**src/rtl/nrisc_pkg.sv**
```systemverilog
// Shared loader definitions: state encoding, programming address width and the
// default frame start byte.
package nrisc_pkg;

  localparam int         IDATA_AW    = 10;
  localparam logic [7:0] LD_SYNC_DEF = 8'hA5;

  typedef enum logic [3:0] {
    LD_IDLE,
    LD_LEN_H,
    LD_LEN_L,
    LD_DATA_H,
    LD_DATA_L,
    LD_WRITE,
    LD_CKSUM,
    LD_DONE,
    LD_ERR
  } ld_state_t;

endpackage

```
**src/rtl/nrisc_loader_timeout.sv**
```systemverilog
// Inter-byte watchdog: reloads to TIMEOUT on clr, counts down while en.
// Ports: clk, rst (async, active-low), clr, en -> expire (one-cycle pulse).
module nrisc_loader_timeout #(
  parameter int TIMEOUT = 1000000
) (
  input  logic clk,
  input  logic rst,
  input  logic clr,
  input  logic en,
  output logic expire
);

  localparam int W = $clog2(TIMEOUT + 1);

  logic [W-1:0] cnt;

  always_ff @(posedge clk or negedge rst) begin
    if (!rst) begin
      cnt <= W'(TIMEOUT);
    end else if (clr) begin
      cnt <= W'(TIMEOUT);
    end else if (en && cnt != '0) begin
      cnt <= cnt - W'(1);
    end
  end

  // Fires during the TIMEOUT-th idle enabled cycle so the
  // owner leaves on the following edge.
  assign expire = en && !clr && (cnt == W'(1));

endmodule

```
**src/rtl/nrisc_idata_loader.sv**
```systemverilog
// Serial boot loader: framed byte stream -> 16-bit IDATA programming writes.
// Ports: clk, rst (async, active-low), rx_data/rx_valid/rx_ready byte input,
// IDATA_PROG_write/addr/data memory port, core_hold, load_done, load_err,
// words_loaded. Define NRISC_LOADER_CKSUM_EN to require a trailing XOR byte.
module nrisc_idata_loader
  import nrisc_pkg::*;
#(
  parameter int         DEPTH   = 1024,
  parameter logic [7:0] SYNC    = LD_SYNC_DEF,
  parameter int         TIMEOUT = 1000000
) (
  input  logic                clk,
  input  logic                rst,
  input  logic [7:0]          rx_data,
  input  logic                rx_valid,
  output logic                rx_ready,
  output logic                IDATA_PROG_write,
  output logic [IDATA_AW-1:0] IDATA_PROG_addr,
  output logic [15:0]         IDATA_PROG_data,
  output logic                core_hold,
  output logic                load_done,
  output logic                load_err,
  output logic [10:0]         words_loaded
);

  ld_state_t   state;
  logic [7:0]  len_h;
  logic [7:0]  data_h;
  logic [10:0] len;
  logic        accept;
  logic        active;
  logic        expire;
  logic [15:0] n_rx;
  logic        last_word;
`ifdef NRISC_LOADER_CKSUM_EN
  logic [7:0]  csum;
`endif

  assign accept    = rx_valid & rx_ready;
  assign n_rx      = {len_h, rx_data};
  assign last_word = (words_loaded + 11'd1) >= len;

  always_comb begin
    active = 1'b0;
    if (state inside {LD_LEN_H, LD_LEN_L, LD_DATA_H,
                      LD_DATA_L, LD_WRITE, LD_CKSUM})
      active = 1'b1;
  end

  nrisc_loader_timeout #(
    .TIMEOUT(TIMEOUT)
  ) u_timeout (
    .clk   (clk),
    .rst   (rst),
    .clr   (accept),
    .en    (active),
    .expire(expire)
  );

  always_ff @(posedge clk or negedge rst) begin
    if (!rst) begin
      state            <= LD_IDLE;
      len_h            <= '0;
      data_h           <= '0;
      len              <= '0;
      rx_ready         <= 1'b1;
      IDATA_PROG_write <= 1'b0;
      IDATA_PROG_addr  <= '0;
      IDATA_PROG_data  <= '0;
      core_hold        <= 1'b0;
      load_done        <= 1'b0;
      load_err         <= 1'b0;
      words_loaded     <= '0;
`ifdef NRISC_LOADER_CKSUM_EN
      csum             <= '0;
`endif
    end else begin
      IDATA_PROG_write <= 1'b0;
      rx_ready         <= 1'b1;
      if (active && expire) begin
        state    <= LD_ERR;
        load_err <= 1'b1;
      end else begin
        unique case (state)
          LD_IDLE, LD_DONE, LD_ERR: begin
            // Any non-SYNC byte here is consumed and dropped.
            if (accept && rx_data == SYNC) begin
              state        <= LD_LEN_H;
              core_hold    <= 1'b1;
              load_done    <= 1'b0;
              load_err     <= 1'b0;
              words_loaded <= '0;
`ifdef NRISC_LOADER_CKSUM_EN
              csum         <= '0;
`endif
            end
          end
          LD_LEN_H: begin
            if (accept) begin
              len_h <= rx_data;
              state <= LD_LEN_L;
`ifdef NRISC_LOADER_CKSUM_EN
              csum  <= csum ^ rx_data;
`endif
            end
          end
          LD_LEN_L: begin
            if (accept) begin
`ifdef NRISC_LOADER_CKSUM_EN
              csum <= csum ^ rx_data;
`endif
              if (n_rx == '0) begin
`ifdef NRISC_LOADER_CKSUM_EN
                state     <= LD_CKSUM;
`else
                state     <= LD_DONE;
                load_done <= 1'b1;
                core_hold <= 1'b0;
`endif
              end else if (n_rx > 16'(DEPTH)) begin
                state    <= LD_ERR;
                load_err <= 1'b1;
              end else begin
                len   <= n_rx[10:0];
                state <= LD_DATA_H;
              end
            end
          end
          LD_DATA_H: begin
            if (accept) begin
              data_h <= rx_data;
              state  <= LD_DATA_L;
`ifdef NRISC_LOADER_CKSUM_EN
              csum   <= csum ^ rx_data;
`endif
            end
          end
          LD_DATA_L: begin
            // Outputs for the WRITE cycle are set up here so they
            // come straight from flops.
            if (accept) begin
              state            <= LD_WRITE;
              rx_ready         <= 1'b0;
              IDATA_PROG_write <= 1'b1;
              IDATA_PROG_addr  <= words_loaded[IDATA_AW-1:0];
              IDATA_PROG_data  <= {data_h, rx_data};
`ifdef NRISC_LOADER_CKSUM_EN
              csum             <= csum ^ rx_data;
`endif
            end
          end
          LD_WRITE: begin
            words_loaded <= words_loaded + 11'd1;
            if (!last_word) begin
              state <= LD_DATA_H;
            end else begin
`ifdef NRISC_LOADER_CKSUM_EN
              state     <= LD_CKSUM;
`else
              state     <= LD_DONE;
              load_done <= 1'b1;
              core_hold <= 1'b0;
`endif
            end
          end
`ifdef NRISC_LOADER_CKSUM_EN
          LD_CKSUM: begin
            if (accept) begin
              if (rx_data == csum) begin
                state     <= LD_DONE;
                load_done <= 1'b1;
                core_hold <= 1'b0;
              end else begin
                state    <= LD_ERR;
                load_err <= 1'b1;
              end
            end
          end
`endif
          default: state <= LD_IDLE;
        endcase
      end
    end
  end

endmodule

```
**config.mk**
```make
export PLATFORM = sky130hd
export DESIGN_NAME = nrisc_idata_loader
export DESIGN_NICKNAME = d
export VERILOG_FILES = /design/src/rtl/nrisc_pkg.sv /design/src/rtl/nrisc_loader_timeout.sv /design/src/rtl/nrisc_idata_loader.sv
export SDC_FILE = /design/constraint.sdc
export NUM_CORES = 1
export LEC_CHECK = 0
export BUFFER_PORTS_ARGS = -buffer_cell sky130_fd_sc_hd__buf_2
export CORE_MARGIN = 5
export CORE_UTILIZATION = 36
export CTS_BUF_LIST = sky130_fd_sc_hd__clkbuf_8
export DETAILED_ROUTE_END_ITERATION = 7
export PLACE_DENSITY = 0.51
export SKIP_LAST_GASP = 1
export SLEW_MARGIN = 25
export SYNTH_ARGS = -nofsm -noshare
export SYNTH_HDL_FRONTEND = slang
export SYNTH_SLANG_ARGS = --single-unit
```
**constraint.sdc**
```tcl
create_clock -name clk -period 7 [get_ports clk]
set_clock_uncertainty 0.15 [all_clocks]
set_input_delay 1.4 -clock clk [delete_from_list [all_inputs] [get_ports clk]]
set_output_delay 1.4 -clock clk [all_outputs]
set_load 0.05 [all_outputs]
```
==> key figures, run 1 <==
Route
  • First-pass iteration count of the detailed router: 4
  • Vias per cell: 4.95
  • Via count: 3236
  • Avg WL per Cell: 15.1 µm
  • Remaining antenna violation count: 0
  • Wirelength, routed: 9.88 mm
  • Number of remaining DRC errors: 0
  • Drt first-iter violations: 147

Global routing
  • Total overflow reported by the global router: 0
  • Initial antenna violation count: 0
  • Wire length of the first global-routing pass: 16.7 mm
  • GRT Util Overall: 0.144
  • Pin count of the biggest net entering global routing: 62
  • Via count of the first global-routing pass: 3172

Pwr
  • Leakage power of the design: 2.48 nW
  • Clock network power share: 0.180
  • Power dissipated by switching net loads: 0.000837 W
  • Total power after layout: 0.00197 W
  • Part of the total power dissipated in sequential elements: 0.412
  • Internal power consumption: 0.00114 W
  • Switch share: 0.424
  • Worst vdd rail ir drop: 0.206 mV
  • Comb pwr share: 0.407
  • Power density of the placed cells: 383 nW/µm²

Worst setup path
  • Largest fanout on the critical path: 11
  • CP Data Arrival Time: 3.65 ns
  • Slowest Stage Delay on Critical Path: 0.67 ns
  • Standard cell with the maximum stage delay on the critical path: or4_1
  • Critical path startpoint category: primary input
  • Setup Crit Path Kind: in2reg
  • Worst Path Required: 7.11 ns
  • Setup crit end kind: register
  • Cell-by-cell trace of the critical path: buf_2 > nor4_1 > nand3_1 > xnor2_1 > or4_1 > mux2_2

Floorplanning
  • Core Area: 12500 µm²
  • Die height: 122 µm
  • Count of standard-cell rows: 41
  • Io pins: 53
  • Initial standard-cell utilization of the core: 0.362
  • Die Wd: 122 µm
  • Total Die Area: 14900 µm²

Synth
  • Async set-or-reset flop fraction in the synthesized netlist: 1.00
  • Flop and latch count out of synthesis: 93
  • Main synth FF type: dfrtp_1
  • Synth top cells by count: dfrtp_1, nand2_1, mux2_2
  • Post-Syn Area per Cell: 10.7 µm²
  • Unique cell type count in the Yosys netlist: 50
  • Syn. warnings: 0
  • Net count of the mapped netlist: 449
  • Area share of the largest cell type after synthesis: 0.471
  • Most frequent cell after synthesis: dfrtp_1
  • Cell area after technology mapping: 4520 µm²
  • Leading area contributor after synthesis: dfrtp_1
  • Number of synthesized flops with an enable pin: 0
  • Part of the Yosys area used for sequential elements: 0.517
  • Cell types occupying the most area after synthesis: dfrtp_1, mux2_2, nand2_1
  • Post-synthesis cell count: 424

Clocking
  • TritonCTS clock tree: yes
  • Clock latency at the later pin of the worst-skew pair: 0.37 ns
  • CTS Hold Bufs: 0
  • Clock root buffer master: clkbuf_8
  • Setup Buffers After CTS: 0
  • Clock-pin slew on the worst setup and hold paths: 0.09 ns
  • Clk buf depth: 2
  • Number of H-tree levels: 3
  • Clk sinks: 93
  • Number of resized instances in the post-cts repair step: 0
  • Num CTS Buffers: 9

Place
  • Cell Count Post-Placement: 638
  • Hpwl dp: 6.94 mm
  • Number of buffers inserted by port buffering: 52
  • Routability cong.: 0.782

Final layout
  • Core occupancy in the finished layout: 0.413
  • Filler cells: 1272
  • Nets: 502
  • Proportion of layout cells with a drive suffix above 1: 0.261
  • Synthesis-to-layout area growth: 14.1%
  • Antenna fix cells: 0
  • Fin cells: 654

Timing
  • Fin crit period: 3.54 ns
  • Sum Neg Setup Slack: 0 ns
  • Final setup violation count: 0
  • Max Fclk: 0.282 GHz
  • Relative max-transition margin: 0.452
  • Unrepaired setup endpoints after global routing: false
  • Final number of max-transition violations: 0
  • Count of endpoints failing hold in the final timing report: 0
  • Transition time at the pin with the least slew margin: 0.822 ns
  • Final hold slack: 0.325 ns
  • Period Utilization, post-route: 0.506

Run status
  • Status: completed

Worst hold path
  • Path category of the worst min-delay check: reg2reg

Run
  • Max-Cap Viols: 0
[cell usage in the layout, fill, tap and decap left out, drive strengths merged, types with 2 or more instances in the layout]
cell type / n
nand3: 15
clkbuf: 11
a211oi: 4
nand2: 67
or3: 7
and2: 4
inv: 15
o21ai: 12
and3: 6
o2bb2ai: 3
nand4b: 4
dfstp: 8
nor2b: 3
o31ai: 2
a21oi: 11
mux2: 45
xnor2: 10
xor2: 12
nand4: 2
nor3: 9
ha: 14
buf: 54
clkinv: 5
a21o: 5
or4: 5
and4: 3
dfrtp: 85
nor4: 7
nand2b: 12
nor2: 28
[power groups by stage]
stage | logic [W] | clock network, W | registers, W
floorplan | 0.000454 | 0 | 0.000974
global route | 0.000893 | 0.000390 | 0.000839
global placement | 0.000797 | 0 | 0.000825
CTS | 0.000815 | 0.000369 | 0.000818
finish | 0.000804 | 0.000356 | 0.000814
detailed placement | 0.000811 | 0 | 0.000828
[layout make-up]
class | count | area [µm²] | share of cell area
Sequential cell | 93 | 2340 | 0.454
Tap cell | 172 | 215 | 0.0418
Clock buffer | 11 | 151 | 0.0294
Clock inverter | 5 | 43.8 | 0.00850
Inverter | 15 | 56.3 | 0.0109
Multi-Input combinational cell | 304 | 2070 | 0.402
Timing Repair Buffer | 54 | 278 | 0.0539
[cell families after synthesis]
logic type | Yosys count | synth area share
AOI/OAI and AO/OA | 51 | 0.0751
buffers and inverters | 27 | 0.0241
DFF | 93 | 0.517
xor gates and xnor gates | 22 | 0.0427
and+or+nand+nor | 172 | 0.190
adders and majority gates | 14 | 0.0388
muxes | 45 | 0.112
[critical path: cells and delay by family]
| kind | cells | cell delay, ns |
|---|---|---|
| xor gates and xnor gates | 1 | 0.19 |
| buffers and inverters | 1 | 0.13 |
| muxes | 1 | 0.37 |
| and+or+nand+nor | 3 | 1.57 |
[path summary, 6_finish.rpt]
check                      slack, ns                 end       startpoint  depth (start not counted)
setup / recovery                3.46             len[10]       rx_data[1]                          6
hold / removal                  0.33  IDATA_PROG_data[8]        data_h[0]                          2
setup reg to reg                3.81            state[2]  words_loaded[0]                         11
hold reg to reg                 0.33  IDATA_PROG_data[8]        data_h[0]                          2
max in group asynchronous       4.75     words_loaded[2]              rst                          2
min in group asynchronous       0.81    u_timeout.cnt[7]              rst                          1
[flip-flops by register name, summed over array words and instances (netlist names)]
signal	cells
len_h	8
IDATA_PROG_addr	10
state	4
IDATA_PROG_write	1
u_timeout.cnt	20
IDATA_PROG_data	16
load_done	1
len	11
words_loaded	11
data_h	8
core_hold	1
rx_ready	1
load_err	1
[metrics by stage]
| step | instance area, µm² | setup slack, ns |
|---|---|---|
| after global placement | 4960 | 3.17 |
| after CTS | 5150 | 3.51 |
| final | 5150 | 3.46 |
| after floorplan | 4520 | 3.65 |
| after detailed placement | 4960 | 3.10 |
| after global routing | 5150 | 3.32 |
[per-layer routing]
layer / share of wire / global-route usage / vias up
li1: - / - / 1586
met1: 0.49 / 0.199 / 1586
met2: 0.46 / 0.224 / 53
met3: 0.036 / 0.0279 / 11
met4: 0.016 / 0.0546 / 0
met5: 0 / 0 / -
Power figures use the tool's default switching activity.
==> run 2: changes to the inputs <==
clock period = 3.5 ns   (was 7 ns; I/O delays follow)
==> run 2 against run 1 <==
Effect of this change: flip-flop and latch count did not move; sequential share of layout area is 0.41 points lower; final cell count grew 0.31%; clock power rose by 120%; via count grew 0.59%; setup slack worse by 3.1 ns; register-to-register slack got worse by 3.4 ns; hold slack worse by 0.13 ns; largest power group unchanged.
==> key figures, run 2 (same netlist as run 1, synthesis figures left out) <==
Clocking
  • CTS Hold Bufs: 0 (unchanged)
  • Clock-pin slew on the worst setup and hold paths: 0.09 ns (about the same)
  • Clk buf depth: 2 (unchanged)
  • Num CTS Buffers: 9 (unchanged)
  • TritonCTS clock tree: yes
  • Clock root buffer master: clkbuf_8
  • Clock latency at the later pin of the worst-skew pair: 0.38 ns (about the same)
  • Number of H-tree levels: 3 (unchanged)
  • Setup Buffers After CTS: 0 (unchanged)
  • Clk sinks: 93 (unchanged)
  • Number of resized instances in the post-cts repair step: 0 (unchanged)

Place
  • Routability cong.: 0.807 (+3.3%)
  • Number of buffers inserted by port buffering: 52 (unchanged)
  • Cell Count Post-Placement: 640 (+0.31%)
  • Hpwl dp: 7.06 mm (+1.7%)
  • Cell area after placement: 4980 µm² (+0.56%)

Final layout
  • Nets: 504 (+0.40%)
  • Number of flip-flops in the largest register: 20 (unchanged)
  • Most common cell after layout, fill and taps aside: dfrtp_1
  • Proportion of layout cells with a drive suffix above 1: 0.264 (+0.00305)
  • Antenna fix cells: 0 (unchanged)
  • Biggest regs: u_timeout.cnt (20), IDATA_PROG_data (16)
  • Fin cells: 656 (+0.31%)
  • Commonest cells after routing, fill and taps aside: dfrtp_1, nand2_1, buf_2
  • Largest register by flop count: u_timeout.cnt
  • Core occupancy in the finished layout: 0.417 (+0.00381)
  • Final std cell area, no fill: 5200 µm² (+0.92%)
  • Synthesis-to-layout area growth: 15.1%

Pwr
  • Internal power consumption: 0.00235 W (+110%)
  • Part of the total power dissipated in sequential elements: 0.405 (-0.007)
  • Power density of the placed cells: 776 nW/µm² (+100%)
  • Worst vdd rail ir drop: 0.419 mV (+100%)
  • Comb pwr share: 0.401 (-0.006)
  • Clock network power share: 0.194 (+0.014)
  • Leakage power of the design: 2.50 nW (+0.81%)
  • Switch share: 0.418 (-0.00609)
  • Power dissipated by switching net loads: 0.00169 W (+100%)

Worst setup path
  • Critical path startpoint category: register
  • Largest fanout on the critical path: 8 (-3)
  • CP Data Arrival Time: 3.23 ns (-0.42 ns)
  • Worst Path Required: 3.62 ns (-3.49 ns)
  • Setup crit end kind: register
  • Setup Crit Path Kind: reg2reg

Timing
  • Final number of max-transition violations: 0 (unchanged)
  • Final setup violation count: 0 (unchanged)
  • Transition time at the pin with the least slew margin: 0.838 ns (+0.0165 ns)
  • Relative max-transition margin: 0.441 (-0.0110)
  • Count of endpoints failing hold in the final timing report: 0 (unchanged)
  • Unrepaired setup endpoints after global routing: false
  • Fin crit period: 3.10 ns
  • Period Utilization, post-route: 0.887
  • Sum Neg Setup Slack: 0 ns (unchanged)
  • Max Fclk: 0.322 GHz

Floorplanning
  • Initial standard-cell utilization of the core: 0.362 (unchanged)
  • Io pins: 53 (unchanged)
  • Total Die Area: 14900 µm² (unchanged)
  • Die Wd: 122 µm (unchanged)
  • Count of standard-cell rows: 41 (unchanged)
  • Core Area: 12500 µm² (unchanged)
  • Die height: 122 µm (unchanged)

Route
  • First-pass iteration count of the detailed router: 4 (unchanged)
  • Wirelength, routed: 9.91 mm (+0.28%)
  • Avg WL per Cell: 15.1 µm (about the same)
  • Vias per cell: 4.96 (+0.28%)
  • Remaining antenna violation count: 0 (unchanged)
  • Via count: 3255 (+0.59%)
  • Number of remaining DRC errors: 0 (unchanged)
  • Drt first-iter violations: 136 (-7.5%)

Global routing
  • Met1 global-route usage: 0.191 (-0.00814)
  • GRT Util Overall: 0.143 (-0.000901)
  • Initial antenna violation count: 0 (unchanged)
  • Met3 track utilization from global routing: 0.0371 (+0.00929)
  • Total overflow reported by the global router: 0 (unchanged)
  • Wire length of the first global-routing pass: 16.6 mm (-0.17%)
  • Grt met2 use: 0.224 (+0.000345)
  • Global-route layer with the greatest usage: met2
  • Via count of the first global-routing pass: 3231 (+1.9%)
  • Pin count of the biggest net entering global routing: 51 (-18%)

Run status
  • Status: completed

Run
  • Max-Cap Viols: 0 (unchanged)

Worst hold path
  • Path category of the worst min-delay check: in2async
[run 2: cell count changes in the layout (fill, tap and decap cells not counted), sizes merged]
| cell | change |
|---|---|
| buf | +2 |
| bufinv | +1 |
| clkinv | -3 |
| clkinvlp | +1 |
| inv | +1 |
[run 2: path summary, 6_finish.rpt]
check                                      from                 end  slack (ns)  depth (start not counted)
worst max-delay path            words_loaded[0]            state[2]        0.40                         11
worst min-delay path                        rst    u_timeout.cnt[4]        0.19                          1
worst max register to register  words_loaded[0]            state[2]        0.40                         11
worst min register to register        data_h[0]  IDATA_PROG_data[8]        0.32                          2
max in group asynchronous                   rst            rx_ready        2.29                          2
min in group clk                      data_h[0]  IDATA_PROG_data[8]        0.32                          2
[run 2: critical path, cell delays in order, from the launching register on]
cell and delay (ns):
dfrtp_1 0.51, ha_1 0.24, nand3_1 0.13, nor2_1 0.25
xor2_1 0.24, ha_1 0.28, a21o_1 0.16, a221o_1 0.34
a41oi_1 0.26, o21ai_0 0.18, a2bb2oi_1 0.18, o2bb2ai_1 0.07
[run 2: layout make-up]
type                            count  area [µm²]
Fill cell                        1235        7270
Inverter                           15        56.3
Timing Repair Buffer               56         305
Multi-Input combinational cell    304        2070
Sequential cell                    93        2340
Clock buffer                       11         151
Tap cell                          172         215
Clock inverter                      5        63.8
[run 2: per-layer routing]
metal / up-vias / part of all wire
met1: 1592 / 0.47
met4: 0 / 0.016
met3: 10 / 0.036
met5: - / 0
met2: 50 / 0.48
li1: 1603 / -
[run 2: power groups by stage]
stage	clock, W	combinational [W]	sequential, W
6_report	0.000783	0.00162	0.00163
5_1_grt	0.000855	0.00178	0.00168
3_5_place_dp	0	0.00163	0.00166
3_3_place_gp	0	0.00161	0.00165
4_1_cts	0.000823	0.00164	0.00164
2_1_floorplan	0	0.000909	0.00195
[run 2: per-stage QoR]
step / worst slack (ns) / hold WS (ns) / total power, W
after floorplan: 0.492 / 0.254 / 0.00286
final: 0.396 / 0.191 / 0.00403
after global routing: 0.130 / 0.221 / 0.00432
after CTS: 0.365 / 0.194 / 0.00410
after detailed placement: 0.378 / 0.308 / 0.00329
after global placement: 0.397 / 0.300 / 0.00326
==> run 3: changes to the inputs <==
ABC_AREA = 1   (was default)
PLACE_DENSITY = 0.5   (was 0.51)
==> run 3 against run 2 <==
Effect of this change: first-iteration DRC count up 76%; combinational power is 25% higher; critical path depth up 6; cell area up 6.0%; sequential share of layout area decreased by 2.5 points; utilization fell by 0.095 points; sequential power hardly changed; count of clock-buffer cells in the layout fell by 1; fmax grew 18%; largest power group is now combinational cells.
==> key figures, run 3 <==
Worst hold path
  • Path category of the worst min-delay check: in2async

Timing
  • Unrepaired setup endpoints after global routing: false
  • Final WS setup: 0.877 ns (+0.481 ns)
  • Period Utilization, post-route: 0.749 (-0.137)
  • Final number of max-transition violations: 0 (unchanged)
  • Relative max-transition margin: 0.514 (+0.0731)
  • Count of endpoints failing hold in the final timing report: 0 (unchanged)
  • Final setup violation count: 0 (unchanged)
  • Transition time at the pin with the least slew margin: 0.729 ns (-0.110 ns)
  • Fin crit period: 2.62 ns (-0.481 ns)
  • Max Fclk: 0.381 GHz (+18%)
  • Sum Neg Setup Slack: 0 ns (unchanged)

Worst setup path
  • Critical path buffer and inverter count: 2 (+2)
  • CP top delay family: simple AND/OR/NAND/NOR gates
  • Critical path startpoint category: register
  • Slowest Stage Delay on Critical Path: 0.43 ns (-0.08 ns)
  • Standard cell with the maximum stage delay on the critical path: dfrtp_1
  • Largest fanout on the critical path: 5 (-3)
  • CP Data Arrival Time: 2.74 ns (-0.49 ns)
  • Setup slack of the worst register-to-register path: 0.88 ns (+0.48 ns)
  • Worst Path Required: 3.62 ns (about the same)
  • Setup Crit Path Kind: reg2reg
  • Cell-by-cell trace of the critical path: ha_1 > nand3_1 > nor3_1 > xor2_1 > inv_1 > ha_1 > nand2_1 > inv_1 > nand2_1 > nor2_1 > nand2_1 > nand2_1 > nor2_1 > nand2_1 > nand3_1 > nand2_1 > nand2_1
  • Setup crit end kind: register
  • Crit-path most repeated cell: nand2_1

Floorplanning
  • Die height: 126 µm (+3.5%)
  • Core Area: 13200 µm² (+6.2%)
  • Count of standard-cell rows: 42 (+2.4%)
  • Total Die Area: 16000 µm² (+7.2%)
  • Initial standard-cell utilization of the core: 0.368 (+0.00538)
  • Die Wd: 126 µm (+3.5%)
  • Io pins: 53 (unchanged)

Synth
  • Net count of the mapped netlist: 663 (+48%)
  • Cell types occupying the most area after synthesis: dfrtp_1, nand2_1, o21ai_1
  • Syn. warnings: 0 (unchanged)
  • Cell area after technology mapping: 4870 µm² (+7.8%)
  • Most frequent cell after synthesis: nand2_1
  • Part of the Yosys area used for sequential elements: 0.480 (-0.0375)
  • Post-synthesis cell count: 638 (+50%)
  • Mux contribution to synthesized area: 0 (-0.112)
  • Area share of the largest cell type after synthesis: 0.437 (-0.0341)
  • Main combinational cell family by area after synthesis: simple AND/OR/NAND/NOR gates
  • Async set-or-reset flop fraction in the synthesized netlist: 1.00 (unchanged)
  • Post-Syn Area per Cell: 7.63 µm² (-28%)
  • Unique cell type count in the Yosys netlist: 32 (-36%)
  • Number of synthesized flops with an enable pin: 0 (unchanged)
  • Synth Area in Simple Gates: 0.300 (+0.111)
  • Main synth FF type: dfrtp_1
  • Xor and xnor area share after synthesis: 0.0324 (-0.0103)
  • Synth Area in Adders: 0.0360 (-0.00281)
  • Compound-Gate Fraction of Synth Area: 0.0812 (+0.00612)
  • Synth top cells by count: nand2_1, dfrtp_1, nor2_1
  • Leading area contributor after synthesis: dfrtp_1
  • Flop and latch count out of synthesis: 93 (unchanged)

Clocking
  • Number of resized instances in the post-cts repair step: 0 (unchanged)
  • Number of H-tree levels: 3 (unchanged)
  • Clock latency at the later pin of the worst-skew pair: 0.38 ns (about the same)
  • Num CTS Buffers: 9 (unchanged)
  • Clock root buffer master: clkbuf_8
  • CTS Hold Bufs: 0 (unchanged)
  • Clk buf depth: 2 (unchanged)
  • Clock-pin slew on the worst setup and hold paths: 0.10 ns (about the same)
  • TritonCTS clock tree: yes
  • Clk sinks: 93 (unchanged)
  • Setup Buffers After CTS: 0 (unchanged)

Route
  • Remaining antenna violation count: 0 (unchanged)
  • Drt first-iter violations: 239 (+76%)
  • Number of remaining DRC errors: 0 (unchanged)
  • Avg WL per Cell: 14.5 µm (-3.7%)
  • Wirelength, routed: 12.7 mm (+28%)
  • Via count: 4192 (+29%)
  • First-pass iteration count of the detailed router: 4 (unchanged)
  • Vias per cell: 4.80 (-3.3%)

Final layout
  • Number of flip-flops in the largest register: 20 (unchanged)
  • Antenna fix cells: 0 (unchanged)
  • Core occupancy in the finished layout: 0.416 (-0.000949)
  • Biggest regs: u_timeout.cnt (20), IDATA_PROG_data (16)
  • Nets: 718 (+42%)
  • Commonest cells after routing, fill and taps aside: nand2_1, dfrtp_1, nor2_1
  • Synthesis-to-layout area growth: 13.2%
  • Proportion of layout cells with a drive suffix above 1: 0.152 (-0.113)
  • Final std cell area, no fill: 5510 µm² (+6.0%)
  • Most common cell after layout, fill and taps aside: nand2_1
  • Largest register by flop count: u_timeout.cnt

Place
  • Routability cong.: 0.895 (+11%)
  • DP Worst Slack: 0.920 ns (+0.541 ns)
  • Number of buffers inserted by port buffering: 52 (unchanged)
  • Hpwl dp: 9.37 mm (+33%)
  • Cell area after placement: 5330 µm² (+6.9%)

Global routing
  • Initial antenna violation count: 0 (unchanged)
  • Via count of the first global-routing pass: 4184 (+29%)
  • Wire length of the first global-routing pass: 21.4 mm (+29%)
  • Total overflow reported by the global router: 0 (unchanged)
  • Pin count of the biggest net entering global routing: 56 (+9.8%)
  • GRT Util Overall: 0.166 (+0.0236)

Pwr
  • Power density of the placed cells: 798 nW/µm² (+2.9%)
  • Worst vdd rail ir drop: 0.424 mV (+1.2%)
  • Leakage power of the design: 2.90 nW (+16%)

Run status
  • Status: completed

Run
  • Max-Cap Viols: 0 (unchanged)
==> run 3: final timing paths <==
| path | startpoint | endpoint | cells past startpoint |
|---|---|---|---|
| max | words_loaded[0] | core_hold | 17 |
| min | rst | u_timeout.cnt[11] | 1 |
| max reg2reg | words_loaded[0] | core_hold | 17 |
| min reg2reg | IDATA_PROG_data[10] | IDATA_PROG_data[10] | 2 |
| max in group asynchronous | rst | u_timeout.cnt[16] | 2 |
| min in group clk | IDATA_PROG_data[10] | IDATA_PROG_data[10] | 2 |
==> run 3: kinds of logic after synthesis <==
kind of cell / after synthesis
buf+inv: 86
xor+xnor: 18
fa+ha+maj: 14
compound gates: 76
flops: 93
simple gates: 351
==> run 3: metal layers <==
metal / wire length, µm / track usage / vias to the layer above
met5: 0 / 0 / -
met4: 237 / 0.0637 / 0
met3: 469 / 0.0290 / 17
met2: 5550 / 0.248 / 82
met1: 6450 / 0.242 / 1970
li1: - / - / 2123
==> run 3: cell type report <==
cell class | count | area [µm²]
tap | 176 | 220
fill | 1405 | 7730
multi-input combinational | 459 | 2190
inverter | 72 | 270
timing repair buffer | 58 | 308
clock buffer | 10 | 138
sequential | 93 | 2340
clock inverter | 6 | 47.5
==> run 3: worst reg2reg max path: stages, from the launching register on <==
cell     delay, ns
dfrtp_1       0.43
ha_1          0.26
nand3_1       0.15
nor3_1        0.25
xor2_1        0.17
inv_1         0.08
ha_1          0.30
nand2_1       0.05
inv_1         0.04
nand2_1       0.06
nor2_1        0.12
nand2_1       0.06
nand2_1       0.07
nor2_1        0.04
nand2_1       0.08
nand3_1       0.10
nand2_1       0.07
nand2_1       0.04
==> run 3: stage by stage <==
step	hold slack [ns]	total power [W]	std cells
floorplan	0.254	0.00322	638
detailed placement	0.309	0.00372	858
CTS	0.232	0.00444	874
global route	0.271	0.00478	874
finish	0.203	0.00440	874
global placement	0.310	0.00368	858
==> run 3: where the power goes <==
| group | leakage [nW] | internal [W] | total [W] | switching (W) |
|---|---|---|---|---|
| clock | 0.0922 | 0.000284 | 0.000701 | 0.000417 |
| sequential | 1.22 | 0.00142 | 0.00166 | 0.000244 |
| combinational | 1.58 | 0.000597 | 0.00203 | 0.00144 |
